`src/rtl/m_cache_refill_pkg.sv`:
```
// Shared constants for the cache refill engine: state encoding, line geometry and word-address helpers.
// Latency: n/a (definitions only).
// Backpressure: n/a (definitions only).
// Defines `EADDR_WIDTH (default 32) when the build does not supply it.
`ifndef EADDR_WIDTH
`define EADDR_WIDTH 32
`endif

package m_cache_refill_pkg;

    typedef enum logic [1:0] {
        ST_IDLE    = 2'd0,
        ST_FETCH   = 2'd1,
        ST_INSTALL = 2'd2
    } refill_state_e;

    localparam int LINE_WORDS  = 4;
    localparam int WORD_BITS   = 32;
    localparam int LINE_BITS   = LINE_WORDS * WORD_BITS;
    localparam int LINE_OFF_W  = 4;   // byte offset inside a 16-byte line
    localparam int BYTE_OFF_W  = 2;   // byte offset inside a 32-bit word
    localparam int WIDX_W      = LINE_OFF_W - BYTE_OFF_W;

endpackage

```
`src/rtl/m_cache_refill_if.sv`:
```
// Memory read port between the refill engine (master) and the bus controller (slave).
// Latency: data is returned in the same cycle as mack.
// Backpressure: mreq/maddr are held stable until mack.
// Signals: mreq/maddr (request, word address), mack/mdata (ack + read data).
interface m_cache_refill_if #(
    parameter int ADDR_WIDTH = `EADDR_WIDTH
) ();
    logic                  mreq;
    logic [ADDR_WIDTH-1:0] maddr;
    logic                  mack;
    logic [31:0]           mdata;

    modport master (output mreq, output maddr, input mack, input mdata);
    modport slave  (input mreq, input maddr, output mack, output mdata);
endinterface

```
`src/rtl/m_cache_refill_linebuf.sv`:
```
// Line assembly buffer: 4 x 32-bit registers, one word written per cycle, flat 128-bit view.
// Latency: a written word appears on o_line the cycle after i_we.
// Backpressure: none; always accepts a write.
// Ports: i_clk, i_rst_n, i_we/i_widx/i_wdat (word write), o_line (word k at [k*32 +: 32]).
module m_refill_linebuf
    import m_cache_refill_pkg::*;
(
    input  logic                 i_clk,
    input  logic                 i_rst_n,
    input  logic                 i_we,
    input  logic [WIDX_W-1:0]    i_widx,
    input  logic [WORD_BITS-1:0] i_wdat,
    output logic [LINE_BITS-1:0] o_line
);
    logic [WORD_BITS-1:0] word_q [LINE_WORDS];
    logic [WORD_BITS-1:0] word_d [LINE_WORDS];

    always_comb begin
        word_d = word_q;
        if (i_we) word_d[i_widx] = i_wdat;
    end

    always_ff @(posedge i_clk or negedge i_rst_n) begin
        if (!i_rst_n) word_q <= '{default: '0};
        else          word_q <= word_d;
    end

    always_comb begin
        o_line = '0;
        for (int i = 0; i < LINE_WORDS; i++) o_line[i*WORD_BITS +: WORD_BITS] = word_q[i];
    end
endmodule

```
`src/rtl/m_cache_refill.sv`:
```
// Cache line refill engine: on a miss fetches 4 words over mem, then installs the line for one cycle.
// Latency: miss accept -> o_ie in 6 cycles minimum (accept, 4 acks, install).
// Backpressure: waits indefinitely on mem.mack (bounded by MAX_WAIT) and on i_cache_we before install.
// Ports: i_miss/i_maddr (miss), i_cache_we (install block), mem (master memory port),
//        o_ie/o_iaddr/o_idata/o_done (install), o_busy, o_err (ack timeout).
// Optional: CACHE_REFILL_CWF_EN enables critical-word-first order and o_cw_valid/o_cw_data.
module m_cache_refill
    import m_cache_refill_pkg::*;
#(
    parameter int ADDR_WIDTH = `EADDR_WIDTH,
    parameter int MAX_WAIT   = 255
) (
    input  logic                  i_clk,
    input  logic                  i_rst_n,
    input  logic                  i_miss,
    input  logic [ADDR_WIDTH-1:0] i_maddr,
    input  logic                  i_cache_we,
    output logic                  o_busy,
    m_cache_refill_if.master      mem,
    output logic                  o_ie,
    output logic [ADDR_WIDTH-1:0] o_iaddr,
    output logic [LINE_BITS-1:0]  o_idata,
    output logic                  o_done,
`ifdef CACHE_REFILL_CWF_EN
    output logic                  o_cw_valid,
    output logic [WORD_BITS-1:0]  o_cw_data,
`endif
    output logic                  o_err
);
    localparam int WAIT_W = (MAX_WAIT > 0) ? $clog2(MAX_WAIT + 1) : 1;
    localparam int TAG_W  = ADDR_WIDTH - LINE_OFF_W;

    refill_state_e         state_q, state_d;
    logic [TAG_W-1:0]      base_q, base_d;     // line address without the offset bits
    logic [WIDX_W-1:0]     cnt_q, cnt_d;
    logic [WAIT_W-1:0]     wait_q, wait_d;
    logic                  mreq_q, mreq_d;
    logic [ADDR_WIDTH-1:0] maddr_q, maddr_d;
    logic                  err_q, err_d;
    logic [WIDX_W-1:0]     widx;
    logic [WIDX_W-1:0]     first_idx;
    logic                  word_we;
    logic                  unused_addr_bits;

`ifdef CACHE_REFILL_CWF_EN
    logic [WIDX_W-1:0]     start_q, start_d;
    assign first_idx = i_maddr[LINE_OFF_W-1:BYTE_OFF_W];
    assign widx      = start_q + cnt_q;   // wraps within the line
    assign unused_addr_bits = ^i_maddr[BYTE_OFF_W-1:0];
`else
    assign first_idx = '0;
    assign widx      = cnt_q;
    assign unused_addr_bits = ^i_maddr[LINE_OFF_W-1:0];
`endif

    assign word_we = (state_q == ST_FETCH) && mem.mack;

    always_comb begin
        state_d = state_q;
        base_d  = base_q;
        cnt_d   = cnt_q;
        wait_d  = wait_q;
        mreq_d  = mreq_q;
        maddr_d = maddr_q;
        err_d   = 1'b0;
`ifdef CACHE_REFILL_CWF_EN
        start_d = start_q;
`endif
        case (state_q)
            ST_IDLE: begin
                if (i_miss) begin
                    state_d = ST_FETCH;
                    base_d  = i_maddr[ADDR_WIDTH-1:LINE_OFF_W];
                    cnt_d   = '0;
                    wait_d  = '0;
                    mreq_d  = 1'b1;
                    maddr_d = {i_maddr[ADDR_WIDTH-1:LINE_OFF_W], first_idx, {BYTE_OFF_W{1'b0}}};
`ifdef CACHE_REFILL_CWF_EN
                    start_d = first_idx;
`endif
                end
            end
            ST_FETCH: begin
                if (mem.mack) begin
                    wait_d  = '0;
                    cnt_d   = cnt_q + WIDX_W'(1);
                    maddr_d = {base_q, widx + WIDX_W'(1), {BYTE_OFF_W{1'b0}}};
                    if (cnt_q == WIDX_W'(LINE_WORDS - 1)) begin
                        mreq_d  = 1'b0;
                        state_d = ST_INSTALL;
                    end
                end else if (MAX_WAIT > 0 && wait_q == WAIT_W'(MAX_WAIT - 1)) begin
                    // This cycle is the MAX_WAIT-th consecutive one without an ack.
                    err_d   = 1'b1;
                    mreq_d  = 1'b0;
                    wait_d  = '0;
                    state_d = ST_IDLE;
                end else begin
                    wait_d = wait_q + WAIT_W'(1);
                end
            end
            ST_INSTALL: begin
                if (!i_cache_we) state_d = ST_IDLE;
            end
            default: state_d = ST_IDLE;
        endcase
    end

    always_ff @(posedge i_clk or negedge i_rst_n) begin
        if (!i_rst_n) begin
            state_q <= ST_IDLE;
            base_q  <= '0;
            cnt_q   <= '0;
            wait_q  <= '0;
            mreq_q  <= 1'b0;
            maddr_q <= '0;
            err_q   <= 1'b0;
`ifdef CACHE_REFILL_CWF_EN
            start_q <= '0;
`endif
        end else begin
            state_q <= state_d;
            base_q  <= base_d;
            cnt_q   <= cnt_d;
            wait_q  <= wait_d;
            mreq_q  <= mreq_d;
            maddr_q <= maddr_d;
            err_q   <= err_d;
`ifdef CACHE_REFILL_CWF_EN
            start_q <= start_d;
`endif
        end
    end

    m_refill_linebuf u_linebuf (
        .i_clk   (i_clk),
        .i_rst_n (i_rst_n),
        .i_we    (word_we),
        .i_widx  (widx),
        .i_wdat  (mem.mdata),
        .o_line  (o_idata)
    );

    assign mem.mreq  = mreq_q;
    assign mem.maddr = maddr_q;
    assign o_busy    = (state_q != ST_IDLE);
    assign o_iaddr   = {base_q, {LINE_OFF_W{1'b0}}};
    // Install must be suppressed in the very cycle the cache writes, so it gates on the live input.
    assign o_ie      = (state_q == ST_INSTALL) && !i_cache_we;
    assign o_done    = o_ie;
    assign o_err     = err_q;
`ifdef CACHE_REFILL_CWF_EN
    assign o_cw_valid = word_we && (cnt_q == '0);
    assign o_cw_data  = mem.mdata;
`endif
endmodule

```
`src/flat_wrapper.sv`:
```
// flat-port wrapper written by rule: the top's interface ports become plain ports
module m_cache_refill_flat import m_cache_refill_pkg::*;
#(
    parameter int ADDR_WIDTH = `EADDR_WIDTH,
    parameter int MAX_WAIT   = 255
)
  (i_clk, i_rst_n, i_miss, i_maddr, i_cache_we, o_busy, o_ie, o_iaddr, o_idata, o_done, o_err, mem_mreq, mem_maddr, mem_mack, mem_mdata);
  m_cache_refill_if #(.ADDR_WIDTH(ADDR_WIDTH)) mem_i ();
  input  logic i_clk;
  input  logic i_rst_n;
  input  logic i_miss;
  input  logic [ADDR_WIDTH-1:0] i_maddr;
  input  logic i_cache_we;
  output logic o_busy;
  output logic o_ie;
  output logic [ADDR_WIDTH-1:0] o_iaddr;
  output logic [LINE_BITS-1:0] o_idata;
  output logic o_done;
  output logic o_err;
  output wire logic [$bits(mem_i.mreq)-1:0] mem_mreq;
  output wire logic [$bits(mem_i.maddr)-1:0] mem_maddr;
  input wire logic [$bits(mem_i.mack)-1:0] mem_mack;
  input wire logic [$bits(mem_i.mdata)-1:0] mem_mdata;
  assign mem_mreq = mem_i.mreq;
  assign mem_maddr = mem_i.maddr;
  assign mem_i.mack = mem_mack;
  assign mem_i.mdata = mem_mdata;
  m_cache_refill #(.ADDR_WIDTH(ADDR_WIDTH), .MAX_WAIT(MAX_WAIT)) u_core (.i_clk(i_clk), .i_rst_n(i_rst_n), .i_miss(i_miss), .i_maddr(i_maddr), .i_cache_we(i_cache_we), .o_busy(o_busy), .mem(mem_i), .o_ie(o_ie), .o_iaddr(o_iaddr), .o_idata(o_idata), .o_done(o_done), .o_err(o_err));
endmodule
```
`config.mk`:
```
export PLATFORM = sky130hd
export DESIGN_NAME = m_cache_refill_flat
export DESIGN_NICKNAME = d
export VERILOG_FILES = /design/src/rtl/m_cache_refill_pkg.sv /design/src/rtl/m_cache_refill_if.sv /design/src/rtl/m_cache_refill_linebuf.sv /design/src/rtl/m_cache_refill.sv /design/src/flat_wrapper.sv
export SDC_FILE = /design/constraint.sdc
export NUM_CORES = 1
export LEC_CHECK = 0
export BUFFER_PORTS_ARGS = -buffer_cell sky130_fd_sc_hd__buf_4
export CAP_MARGIN = 25
export CORE_MARGIN = 3
export CORE_UTILIZATION = 33
export DETAILED_ROUTE_END_ITERATION = 10
export HOLD_SLACK_MARGIN = 0.08
export PLACE_DENSITY = 0.61
export SLEW_MARGIN = 5
export SYNTH_ARGS = -nofsm -noshare
export SYNTH_HDL_FRONTEND = slang
export SYNTH_SLANG_ARGS = --single-unit
```
`constraint.sdc`:
```
create_clock -name i_clk -period 4.2 [get_ports i_clk]
set_clock_uncertainty 0.15 [all_clocks]
set_input_delay 0.84 -clock i_clk [delete_from_list [all_inputs] [get_ports i_clk]]
set_output_delay 0.84 -clock i_clk [all_outputs]
set_load 0.01 [all_outputs]
```
==> results_dict.tcl <==
set metrics [dict create \
    crit_chain "nor3b_1 > buf_4" \
    setup-tns-final_ns 0 \
    crit_path_start_kind "flop" \
    final_layout_size_suffix_gt1_frac 0.376 \
    htree_levels 4 \
    number_of_flops_mapped_to_enable_cells_by_yosys 0 \
    netlist_instances 542 \
    ys_seq_area_frac 0.620 \
    hold_ws_ns 0.342 \
    fin_cells 1127 \
    synth_seq_cells 198 \
    wire_per_inst_um 17.0 \
    hpwlAfterDp_um 13000 \
    worst-slew-pin-transition_ns 0.816 \
    die_w_um 162 \
    regToRegStartpoint "u_core.state_q[1]" \
    drc 0 \
    overflow 0 \
    die_h_um 162 \
    netlist.area_leader.share 0.620 \
    tritoncts "done" \
    worstSetupPathType "reg2out" \
    nNetsFinal 870 \
    root_buffer "sky130_fd_sc_hd__clkbuf_16" \
    slew_headroom 0.456 \
    setup.reg_to_reg.worst_slack_ns 1.90 \
    hold_path_end "u_core.mem.maddr[30]" \
    critPathRequiredTime_ns 3.21 \
    cts_made_buffers 17 \
    initial_core_utilization 0.338 \
    slew_viol_final 0 \
    timing.rr.end "u_core.u_linebuf.o_line[116]" \
    drt.antenna.violating_nets 0 \
    groute.usage.overall 0.148 \
    drt_pre_antenna_iters 4 \
    cts.repair.resized 0 \
    design.die.area_mm2 0.0261 \
    total_leakage_power_nw 5.26 \
    core_area_mm2 0.0236 \
    insertedDiodeCount 0 \
    routed_wirelength_um 19200 \
    postLayoutSetupSlackWorst_ns 1.79 \
    yosys_warnings 0 \
    iteration_0_drc_markers 273 \
    gp_congestion 0.727 \
    clock_sinks 198 \
    timing.hold.worst_path_depth 2 \
    power_density_mw_per_mm2 795 \
    vias 5182 \
    worst_ep_arrival_time_ns 1.42 \
    ir_worst_vdd_mv 0.290 \
    finalWorstPathRequiredPeriod_ns 2.41 \
    final_hold_viol_count 0 \
    syn-cell-area_mm2 0.00799 \
    insertion_delay_to_the_later_sink_of_the_worst_skew_pair_ns 0.43 \
    clock.fmax_mhz 415 \
    fp-row-count 56 \
    dpl_worst_slack_ns 1.46 \
    crit_buf_inv 1 \
    post_cts_hold_buffer_count 0 \
    n_fill_cell 2200 \
    critPathMaxStageDelay_ns 0.52 \
    synth_flop_type "sky130_fd_sc_hd__dfrtp_1" \
    rsz0062_at_grt "no" \
    placement.io_buffers 255 \
    run_status "finished, final reports clean" \
    antenna_found_initial 0 \
    place_inst 1094 \
    synthDistinctLibCells 37 \
    crit_path_end_kind "primary output" \
    synth.largest_area_cell "sky130_fd_sc_hd__dfrtp_1" \
    first_global_vias 5403 \
    hold_start "u_core.mem.maddr[30]" \
    finalCritPeriodShare 0.574 \
    setup-violations-final 0 \
    path_max_fanout 8 \
    areaGrowthSynthToFinish_pct 34.7 \
    buffer_depth_of_the_longest_clock_path 2 \
    path_clk_slew_ns 0.07 \
    maxCapViolCount 0 \
    critical_path.slowest_cell "sky130_fd_sc_hd__dfrtp_1" \
    final_util 0.456 \
    asyncSetResetFlopFracSynth 1.00 \
    timing.reg2reg.worst_path_depth 3 \
    grt_start_max_net_pins 103 \
    avgViaCountPerCell 4.60 \
    grt_first_pass_wirelength_um 30400 \
    netlist_top_cells_area "sky130_fd_sc_hd__dfrtp_1 62%, sky130_fd_sc_hd__mux2_1 22%, sky130_fd_sc_hd__mux2i_1 3.5%" \
    cts_setup_buffers 0 \
    io_pins 266 \
    worst_path_dominant_cell_family "flip-flops" \
    syn_avg_cell_area_um2 14.7 \
    holdCritPathClass "reg2reg" \
]
## layout make-up
| class | count | area (µm²) | area share |
|---|---|---|---|
| Clock buffer | 17 | 425 | 0.0395 |
| Clock inverter | 15 | 181 | 0.0169 |
| Inverter | 5 | 18.8 | 0.00174 |
| Multi-Input combinational cell | 311 | 2780 | 0.258 |
| Sequential cell | 198 | 4950 | 0.460 |
| Tap cell | 319 | 399 | 0.0371 |
| Timing Repair Buffer | 262 | 2010 | 0.186 |
## worst register-to-register path: stages, from the launching register on
cell,delay (ns)
sky130_fd_sc_hd__dfrtp_1,0.48
sky130_fd_sc_hd__and3b_1,0.60
sky130_fd_sc_hd__nand2_4,0.45
sky130_fd_sc_hd__mux2_1,0.50
## per-stage QoR
stage                     area, µm²  power (mW)
after CTS                     10700        8.68
after detailed placement      10100        6.99
after floorplan                8010        5.08
final                         10800        8.56
after global placement        10100        6.92
after global routing          10800        9.15
## flip-flops by register name (all words and copies together) (netlist names)
signal                   flops
u_core.mem.maddr            29
u_core.wait_q                8
u_core.base_q               28
u_core.cnt_q                 1
u_core.o_err                 1
u_core.mem.mreq              1
u_core.u_linebuf.o_line    128
u_core.state_q               2
## synthesized netlist by cell type (2+ instances only)
master / count
sky130_fd_sc_hd__nor3_1: 3
sky130_fd_sc_hd__buf_2: 7
sky130_fd_sc_hd__inv_1: 5
sky130_fd_sc_hd__nand2b_1: 2
sky130_fd_sc_hd__buf_4: 12
sky130_fd_sc_hd__o21ai_1: 29
sky130_fd_sc_hd__or3_1: 2
sky130_fd_sc_hd__dfrtp_1: 198
sky130_fd_sc_hd__a211o_1: 2
sky130_fd_sc_hd__mux2_1: 156
sky130_fd_sc_hd__nand3_1: 3
sky130_fd_sc_hd__a21o_1: 4
sky130_fd_sc_hd__o21ai_0: 7
sky130_fd_sc_hd__and3_1: 2
sky130_fd_sc_hd__nand2_1: 37
sky130_fd_sc_hd__mux2i_1: 28
sky130_fd_sc_hd__ha_1: 6
sky130_fd_sc_hd__nand2_4: 4
sky130_fd_sc_hd__a21oi_1: 5
sky130_fd_sc_hd__buf_6: 13
## routing by layer
layer / routed length, µm / vias to the layer above / GRT usage
met3: 1840 / 8 / 0.0639
met1: 8540 / 2590 / 0.193
met4: 137 / 0 / 0.0322
li1: - / 2393 / -
met5: 0 / - / 0
met2: 8670 / 191 / 0.230
## where the power goes
group          switching, mW  leakage [nW]  internal (mW)
Sequential             0.545          2.41           2.83
Clock                  0.842         0.293          0.811
Combinational           1.65          2.56           1.88
Total                   3.04          5.26           5.52
## placed cells by master, fill, tap and decap left out, types with 2 or more instances in the layout
| cell | netlist | final |
|---|---|---|
| sky130_fd_sc_hd__a211o_1 | 2 | 2 |
| sky130_fd_sc_hd__a21o_1 | 4 | 4 |
| sky130_fd_sc_hd__a21oi_1 | 5 | 5 |
| sky130_fd_sc_hd__and3_1 | 2 | 2 |
| sky130_fd_sc_hd__buf_4 | 12 | 259 |
| sky130_fd_sc_hd__clkbuf_16 | 0 | 17 |
| sky130_fd_sc_hd__clkinv_8 | 0 | 6 |
| sky130_fd_sc_hd__conb_1 | 1 | 6 |
| sky130_fd_sc_hd__dfrtp_1 | 198 | 198 |
| sky130_fd_sc_hd__ha_1 | 6 | 6 |
| sky130_fd_sc_hd__inv_1 | 5 | 5 |
| sky130_fd_sc_hd__inv_6 | 0 | 3 |
| sky130_fd_sc_hd__inv_8 | 0 | 4 |
| sky130_fd_sc_hd__mux2_1 | 156 | 156 |
| sky130_fd_sc_hd__mux2i_1 | 28 | 28 |
| sky130_fd_sc_hd__nand2_1 | 37 | 37 |
| sky130_fd_sc_hd__nand2_4 | 4 | 4 |
| sky130_fd_sc_hd__nand2b_1 | 2 | 2 |
| sky130_fd_sc_hd__nand3_1 | 3 | 3 |
| sky130_fd_sc_hd__nor3_1 | 3 | 3 |
| sky130_fd_sc_hd__o21ai_0 | 7 | 7 |
| sky130_fd_sc_hd__o21ai_1 | 29 | 29 |
| sky130_fd_sc_hd__or3_1 | 2 | 2 |
## how the worst max path moves through the flow
stage	from	endpoint	slack, ns	cells after the start
after floorplan	i_cache_we	o_ie	1.81	2
after CTS	u_core.state_q[1]	o_done	1.76	2
after global placement	mem_mack	u_core.u_linebuf.o_line[119]	1.47	4
final	u_core.state_q[1]	o_done	1.79	2
after global routing	u_core.state_q[1]	o_done	1.64	2
after detailed placement	mem_mack	u_core.u_linebuf.o_line[121]	1.46	4
## cells by family (layout without fill, tap and decap cells)
kind of cell / after synthesis / after routing / synth area share
buf+inv: 38 / 299 / 0.0368
mux: 184 / 184 / 0.255
compound gates: 50 / 50 / 0.0357
other cells: 1 / 6 / 0.000469
simple gates: 64 / 64 / 0.0416
fa+ha+maj: 6 / 6 / 0.00939
xor+xnor: 1 / 1 / 0.00110
flops: 198 / 198 / 0.620
(Power assumes the default switching activity.)
